## src/rtl/fetch_sequencer_if.sv

```systemverilog
// Fetch-side bus of fetch_sequencer: the imem read port and the decode handshake.
// Decode handshake: a word transfers on a cycle with ins_valid & ins_ready; instr/instr_pc hold until then.
interface fetch_sequencer_if #(
    parameter int ADDR_W = 4
);
    logic [15:0]       im_address;
    logic              im_select;
    logic [15:0]       im_data;
    logic              ins_valid;
    logic              ins_ready;
    logic [15:0]       instr;
    logic [ADDR_W-1:0] instr_pc;

    modport master (
        output im_address, im_select, ins_valid, instr, instr_pc,
        input  im_data, ins_ready
    );

    modport slave (
        input  im_address, im_select, ins_valid, instr, instr_pc,
        output im_data, ins_ready
    );
endinterface

```

## src/rtl/fetch_sequencer.sv

```systemverilog
// Program-counter owner: strobes imem, captures the word after MEM_LAT cycles, offers it to decode.
// Optional FETCH_STAT_EN adds saturating fetch_cnt/stall_cnt outputs.
module fetch_sequencer #(
    parameter int         ADDR_W  = 4,
    parameter int         MEM_LAT = 1,
    parameter logic [3:0] JMP_OP  = 4'b1110,
    parameter logic [3:0] JIZ_OP  = 4'b1111,
    parameter logic [3:0] HALT_OP = 4'b1101
) (
    input  logic              clk,
    input  logic              rst,
    input  logic              start,
    input  logic              zero_flag,
    input  logic              zf_valid,
    input  logic              flush,
    input  logic [ADDR_W-1:0] flush_addr,
    output logic              busy,
    output logic              halted,
    output logic [2:0]        dbg_state,
`ifdef FETCH_STAT_EN
    output logic [15:0]       fetch_cnt,
    output logic [15:0]       stall_cnt,
`endif
    fetch_sequencer_if.master bus
);
    typedef enum logic [2:0] {
        IDLE    = 3'd0,
        REQ     = 3'd1,
        WAIT    = 3'd2,
        HOLD    = 3'd3,
        RESOLVE = 3'd4,
        HALTED  = 3'd5
    } state_t;

    state_t            state, state_n;
    logic [ADDR_W-1:0] pc, pc_n;
    logic [2:0]        wait_cnt, cnt_n;
    logic              capture;
    logic [3:0]        opcode;
    logic [ADDR_W-1:0] target;

    assign opcode    = bus.instr[15:12];
    assign target    = bus.instr[ADDR_W-1:0];
    assign dbg_state = state;

    always_comb begin
        state_n = state;
        pc_n    = pc;
        cnt_n   = wait_cnt;
        capture = 1'b0;
        // A redirect overrides whatever the active state would otherwise do this cycle.
        if (flush && state != IDLE && state != HALTED) begin
            state_n = REQ;
            pc_n    = flush_addr;
        end else begin
            case (state)
                IDLE, HALTED: begin
                    if (start) begin
                        state_n = REQ;
                        pc_n    = '0;
                    end
                end
                REQ: begin
                    if (MEM_LAT == 0) begin
                        capture = 1'b1;
                        state_n = HOLD;
                    end else begin
                        cnt_n   = 3'(MEM_LAT - 1);
                        state_n = WAIT;
                    end
                end
                WAIT: begin
                    if (wait_cnt == 3'd0) begin
                        capture = 1'b1;
                        state_n = HOLD;
                    end else begin
                        cnt_n = wait_cnt - 3'd1;
                    end
                end
                HOLD: begin
                    if (bus.ins_ready) begin
                        if (opcode == JMP_OP) begin
                            pc_n    = target;
                            state_n = REQ;
                        end else if (opcode == JIZ_OP) begin
                            state_n = RESOLVE;
                        end else if (opcode == HALT_OP) begin
                            state_n = HALTED;
                        end else begin
                            pc_n    = pc + 1'b1;
                            state_n = REQ;
                        end
                    end
                end
                RESOLVE: begin
                    if (zf_valid) begin
                        pc_n    = zero_flag ? target : pc + 1'b1;
                        state_n = REQ;
                    end
                end
                default: state_n = IDLE;
            endcase
        end
    end

    // Outputs are registered from the next state so they line up with the state they describe.
    always_ff @(posedge clk) begin
        if (rst) begin
            state          <= IDLE;
            pc             <= '0;
            wait_cnt       <= 3'd0;
            bus.im_address <= 16'd0;
            bus.im_select  <= 1'b0;
            bus.instr      <= 16'd0;
            bus.instr_pc   <= '0;
            bus.ins_valid  <= 1'b0;
            busy           <= 1'b0;
            halted         <= 1'b0;
        end else begin
            state    <= state_n;
            pc       <= pc_n;
            wait_cnt <= cnt_n;
            if (state_n == REQ) begin
                bus.im_address <= 16'(pc_n);
            end
            bus.im_select <= (state_n == REQ);
            if (capture) begin
                bus.instr    <= bus.im_data;
                bus.instr_pc <= pc;
            end
            bus.ins_valid <= (state_n == HOLD);
            busy          <= (state_n != IDLE) && (state_n != HALTED);
            halted        <= (state_n == HALTED);
        end
    end

`ifdef FETCH_STAT_EN
    logic accepted;
    logic stalled;

    assign accepted = (state == HOLD) && bus.ins_ready && !flush;
    assign stalled  = ((state == HOLD) && !bus.ins_ready) || ((state == RESOLVE) && !zf_valid);

    always_ff @(posedge clk) begin
        if (rst) begin
            fetch_cnt <= 16'd0;
            stall_cnt <= 16'd0;
        end else begin
            if (accepted && fetch_cnt != 16'hFFFF) begin
                fetch_cnt <= fetch_cnt + 16'd1;
            end
            if (stalled && stall_cnt != 16'hFFFF) begin
                stall_cnt <= stall_cnt + 16'd1;
            end
        end
    end
`endif
endmodule
```

## src/flat_wrapper.sv

```systemverilog
// flat-port wrapper written by rule: the top's interface ports become plain ports
module fetch_sequencer_flat 
#(
    parameter int         ADDR_W  = 4,
    parameter int         MEM_LAT = 1,
    parameter logic [3:0] JMP_OP  = 4'b1110,
    parameter logic [3:0] JIZ_OP  = 4'b1111,
    parameter logic [3:0] HALT_OP = 4'b1101
)
  (clk, rst, start, zero_flag, zf_valid, flush, flush_addr, busy, halted, dbg_state, bus_im_address, bus_im_select, bus_ins_valid, bus_instr, bus_instr_pc, bus_im_data, bus_ins_ready);
  fetch_sequencer_if #(.ADDR_W(ADDR_W)) bus_i ();
  input  logic clk;
  input  logic rst;
  input  logic start;
  input  logic zero_flag;
  input  logic zf_valid;
  input  logic flush;
  input  logic [ADDR_W-1:0] flush_addr;
  output logic busy;
  output logic halted;
  output logic [2:0] dbg_state;
  output wire logic [$bits(bus_i.im_address)-1:0] bus_im_address;
  output wire logic [$bits(bus_i.im_select)-1:0] bus_im_select;
  output wire logic [$bits(bus_i.ins_valid)-1:0] bus_ins_valid;
  output wire logic [$bits(bus_i.instr)-1:0] bus_instr;
  output wire logic [$bits(bus_i.instr_pc)-1:0] bus_instr_pc;
  input wire logic [$bits(bus_i.im_data)-1:0] bus_im_data;
  input wire logic [$bits(bus_i.ins_ready)-1:0] bus_ins_ready;
  assign bus_im_address = bus_i.im_address;
  assign bus_im_select = bus_i.im_select;
  assign bus_ins_valid = bus_i.ins_valid;
  assign bus_instr = bus_i.instr;
  assign bus_instr_pc = bus_i.instr_pc;
  assign bus_i.im_data = bus_im_data;
  assign bus_i.ins_ready = bus_ins_ready;
  fetch_sequencer #(.ADDR_W(ADDR_W), .MEM_LAT(MEM_LAT), .JMP_OP(JMP_OP), .JIZ_OP(JIZ_OP), .HALT_OP(HALT_OP)) u_core (.clk(clk), .rst(rst), .start(start), .zero_flag(zero_flag), .zf_valid(zf_valid), .flush(flush), .flush_addr(flush_addr), .busy(busy), .halted(halted), .dbg_state(dbg_state), .bus(bus_i));
endmodule
```

## config.mk

```make
export PLATFORM = sky130hd
export DESIGN_NAME = fetch_sequencer_flat
export DESIGN_NICKNAME = d
export VERILOG_FILES = /design/src/rtl/fetch_sequencer_if.sv /design/src/rtl/fetch_sequencer.sv /design/src/flat_wrapper.sv
export SDC_FILE = /design/constraint.sdc
export NUM_CORES = 1
export LEC_CHECK = 0
export ABC_AREA = 1
export BUFFER_PORTS_ARGS = -buffer_cell sky130_fd_sc_hd__buf_2
export CORE_MARGIN = 10
export CORE_UTILIZATION = 25
export DETAILED_ROUTE_END_ITERATION = 12
export SLEW_MARGIN = 20
export SYNTH_ARGS = -nofsm -noshare
export SYNTH_HDL_FRONTEND = slang
export SYNTH_SLANG_ARGS = --single-unit
```

## constraint.sdc

```tcl
create_clock -name clk -period 4.1 [get_ports clk]
set_input_delay 0.205 -clock clk [delete_from_list [all_inputs] [get_ports clk]]
set_output_delay 0.205 -clock clk [all_outputs]
set_load 0.02 [all_outputs]
```

==> results by group <==
Clocking
  – Post-CTS Hold Buffers: 0
  – CTS tree: done
  – Clk sinks: 38
  – H-tree Lvls: 2
  – Resize count post-CTS: 0
  – Clk slew on worst S/H paths: 70 ps
  – Number of CTS-inserted buffers: 5
  – Clock root buffer: clkbuf_8
  – Clock Path Buffers: 2
  – Clock Latency Late Sink: 290 ps
  – Postcts setup bufs: 0

Synth
  – Seq/Total Area, Yosys: 0.3912
  – Synthesis-stage register bit count: 38
  – Mapped Avg Cell Area: 6.798 um^2
  – Top_reg_cell synth: dfxtp_1
  – Number of synthesized flops with an enable pin: 0
  – Post-Syn Area: 0.001944 mm^2
  – Count of cell types in the netlist: 33
  – Syn Inst Count: 286
  – Post-synth ARST share: 0
  – Synthesis Warnings: 0

Power
  – P_leak: 1.193 nW
  – Clock group share of total power: 0.181
  – P_int: 0.8118 mW
  – Comb pwr share: 0.445
  – Pwr dens: 613.8 mW/mm^2
  – Reg power frac: 0.375
  – Sw Share: 0.4365
  – VDD IR max: 0.2485 mV
  – Switching power of the nets: 0.6288 mW
  – Total power draw: 1.441 mW

Route
  – Via count: 1,891
  – Vias per inst: 4.259
  – # DRC: 0
  – Routed wire length: 5.358 mm
  – ANT nets after route: 0
  – Detail-routed net length per standard cell: 12.07 um
  – First-pass iteration count of the detailed router: 4
  – First DRT Iteration DRCs: 80

Placement
  – GPL Wtd Cong: 0.9026
  – Input/output buffers: 57
  – DP Wirelength: 4.289 mm
  – DP Cell Count: 436
  – Pre-CTS WS: 1984 ps

Die
  – CORE AREA: 0.007647 mm^2
  – Initial core utilization: 0.2543
  – Die Ht: 108.2 um
  – Die width: 108.2 um
  – Rows: 32
  – Ports: 70
  – Die area: 0.01171 mm^2

Global route
  – First-pass GRT wire length: 8.790 mm
  – Largest net degree at the start of global routing: 27
  – Gr ovfl total: 0
  – Total track usage: 0.09212
  – Number of global-route vias before repair: 1,900
  – Initial antenna violation count: 0

STA
  – Tcrit/Tclk final: 0.5117
  – RSZ-0062 raised after global routing: no
  – Setup TNS: 0 ps
  – Clock Skew: 3.764 ps
  – Final hold violations: 0
  – Worst Tran Pin Value: 681.3 ps
  – Worst slew margin: 0.5453
  – Final Max Tran Viols: 0
  – Fin crit period: 2098 ps
  – Fmax: 476.7 MHz
  – Final worst slack: 2002 ps
  – Setup violators final: 0

Cells and area
  – Area Growth Syn to Fin: 20.72%
  – Most frequent cells in the layout: nand2_1, buf_2, nor2_1
  – Final #Nets: 371
  – Layout Cells excl Fill: 444
  – Post-layout util: 0.3069
  – Layout cells sized above 1: 0.2251
  – Most common cell after layout, fill and taps aside: nand2_1
  – Antenna diodes: 0
  – Multi-input logic area: 965.9 um^2
  – FF+latch area: 760.7 um^2
  – Fillers: 875

Critical path
  – CP Max Fanout: 22
  – Crit Path Class: flop to flop
  – Crit end category: flop
  – Req. time, crit path: 4270 ps
  – CP Launch Type: flop
  – Crit path DAT: 2270 ps

Run
  – Max-cap violations: 0

Run status
  – Outcome: finished clean

Hold path
  – Worst Hold Class: primary input to flop
==> synth_stat cells, types with 2 or more instances <==
cell type / count / area, um^2
inv_1: 26 / 97.59
nor2_1: 54 / 202.7
dfxtp_1: 38 / 760.7
nand2_1: 62 / 232.7
nand4_1: 2 / 12.51
o21ai_1: 2 / 10.01
nor2_2: 2 / 12.51
a21oi_1: 15 / 75.07
o21ai_0: 28 / 140.1
clkbuf_2: 2 / 10.01
buf_4: 13 / 97.59
buf_6: 2 / 22.52
o21bai_1: 3 / 22.52
ha_1: 3 / 37.54
nand3_1: 12 / 60.06
inv_2: 5 / 18.77
==> logic make-up after synthesis <==
kind of cell | share of synthesized area
simple gates | 0.3050
compound gates | 0.1396
buf+inv | 0.1332
flops | 0.3912
fa+ha+maj | 0.01931
other cells | 0.001929
xor+xnor | 0.004505
mux | 0.005148
==> flip-flops by register name (all words and copies together), names as in the netlist <==
| signal | flops |
|---|---|
| u_core.bus.instr | 16 |
| u_core.bus.im_address | 4 |
| u_core.bus.instr_pc | 4 |
| u_core.pc | 4 |
| u_core.dbg_state | 3 |
| u_core.wait_cnt | 3 |
| u_core.bus.im_select | 1 |
| u_core.bus.ins_valid | 1 |
| u_core.busy | 1 |
| u_core.halted | 1 |
==> power by group through the flow <==
stage / Clock, mW / Combinational (mW) / Sequential (mW)
after floorplan: 0 / 0.399 / 0.625
after global placement: 0 / 0.639 / 0.546
after detailed placement: 0 / 0.646 / 0.548
after CTS: 0.268 / 0.649 / 0.540
after global routing: 0.287 / 0.733 / 0.556
final: 0.260 / 0.641 / 0.540
==> through the flow <==
step,hold WS (ps),area [um^2]
final,170.4,2347
after CTS,165.8,2347
after floorplan,369.6,1986
after detailed placement,462.9,2256
after global placement,456.7,2256
after global routing,179.7,2347
==> final timing paths <==
kind              slack [ps]                      to  depth (start not counted)                start
setup / recovery        2000  u_core.bus.instr_pc[3]                          7  u_core.dbg_state[1]
hold / removal           170     u_core.bus.instr[1]                          3       bus_im_data[1]
setup reg to reg        2000  u_core.bus.instr_pc[3]                          7  u_core.dbg_state[1]
hold reg to reg          470      u_core.wait_cnt[1]                          2   u_core.wait_cnt[1]
==> worst max-delay path, stage by stage, from the launching register on <==
cell and delay, ps:
dfxtp_1 420, inv_2 60, nand3_1 130, nand3_2 280
nand2_1 530, inv_2 280, o21ai_0 220, a21oi_1 50
==> final cells by class <==
cell class | instances | share of cell area
Clock buffer | 7 | 0.03678
Clock inverter | 1 | 0.002132
Inverter | 31 | 0.04957
Multi-Input combinational cell | 208 | 0.4115
Sequential cell | 38 | 0.3241
Tap cell | 102 | 0.05437
Timing Repair Buffer | 57 | 0.1215
==> per-layer routing <==
layer / up-vias / GRT usage / routed length (um)
li1: 987 / - / -
met3: 4 / 0.02915 / 312
met5: - / 0 / 0
met2: 43 / 0.1642 / 2694
met4: 0 / 0.02576 / 41
met1: 857 / 0.1026 / 2309
(Power assumes the default switching activity.)
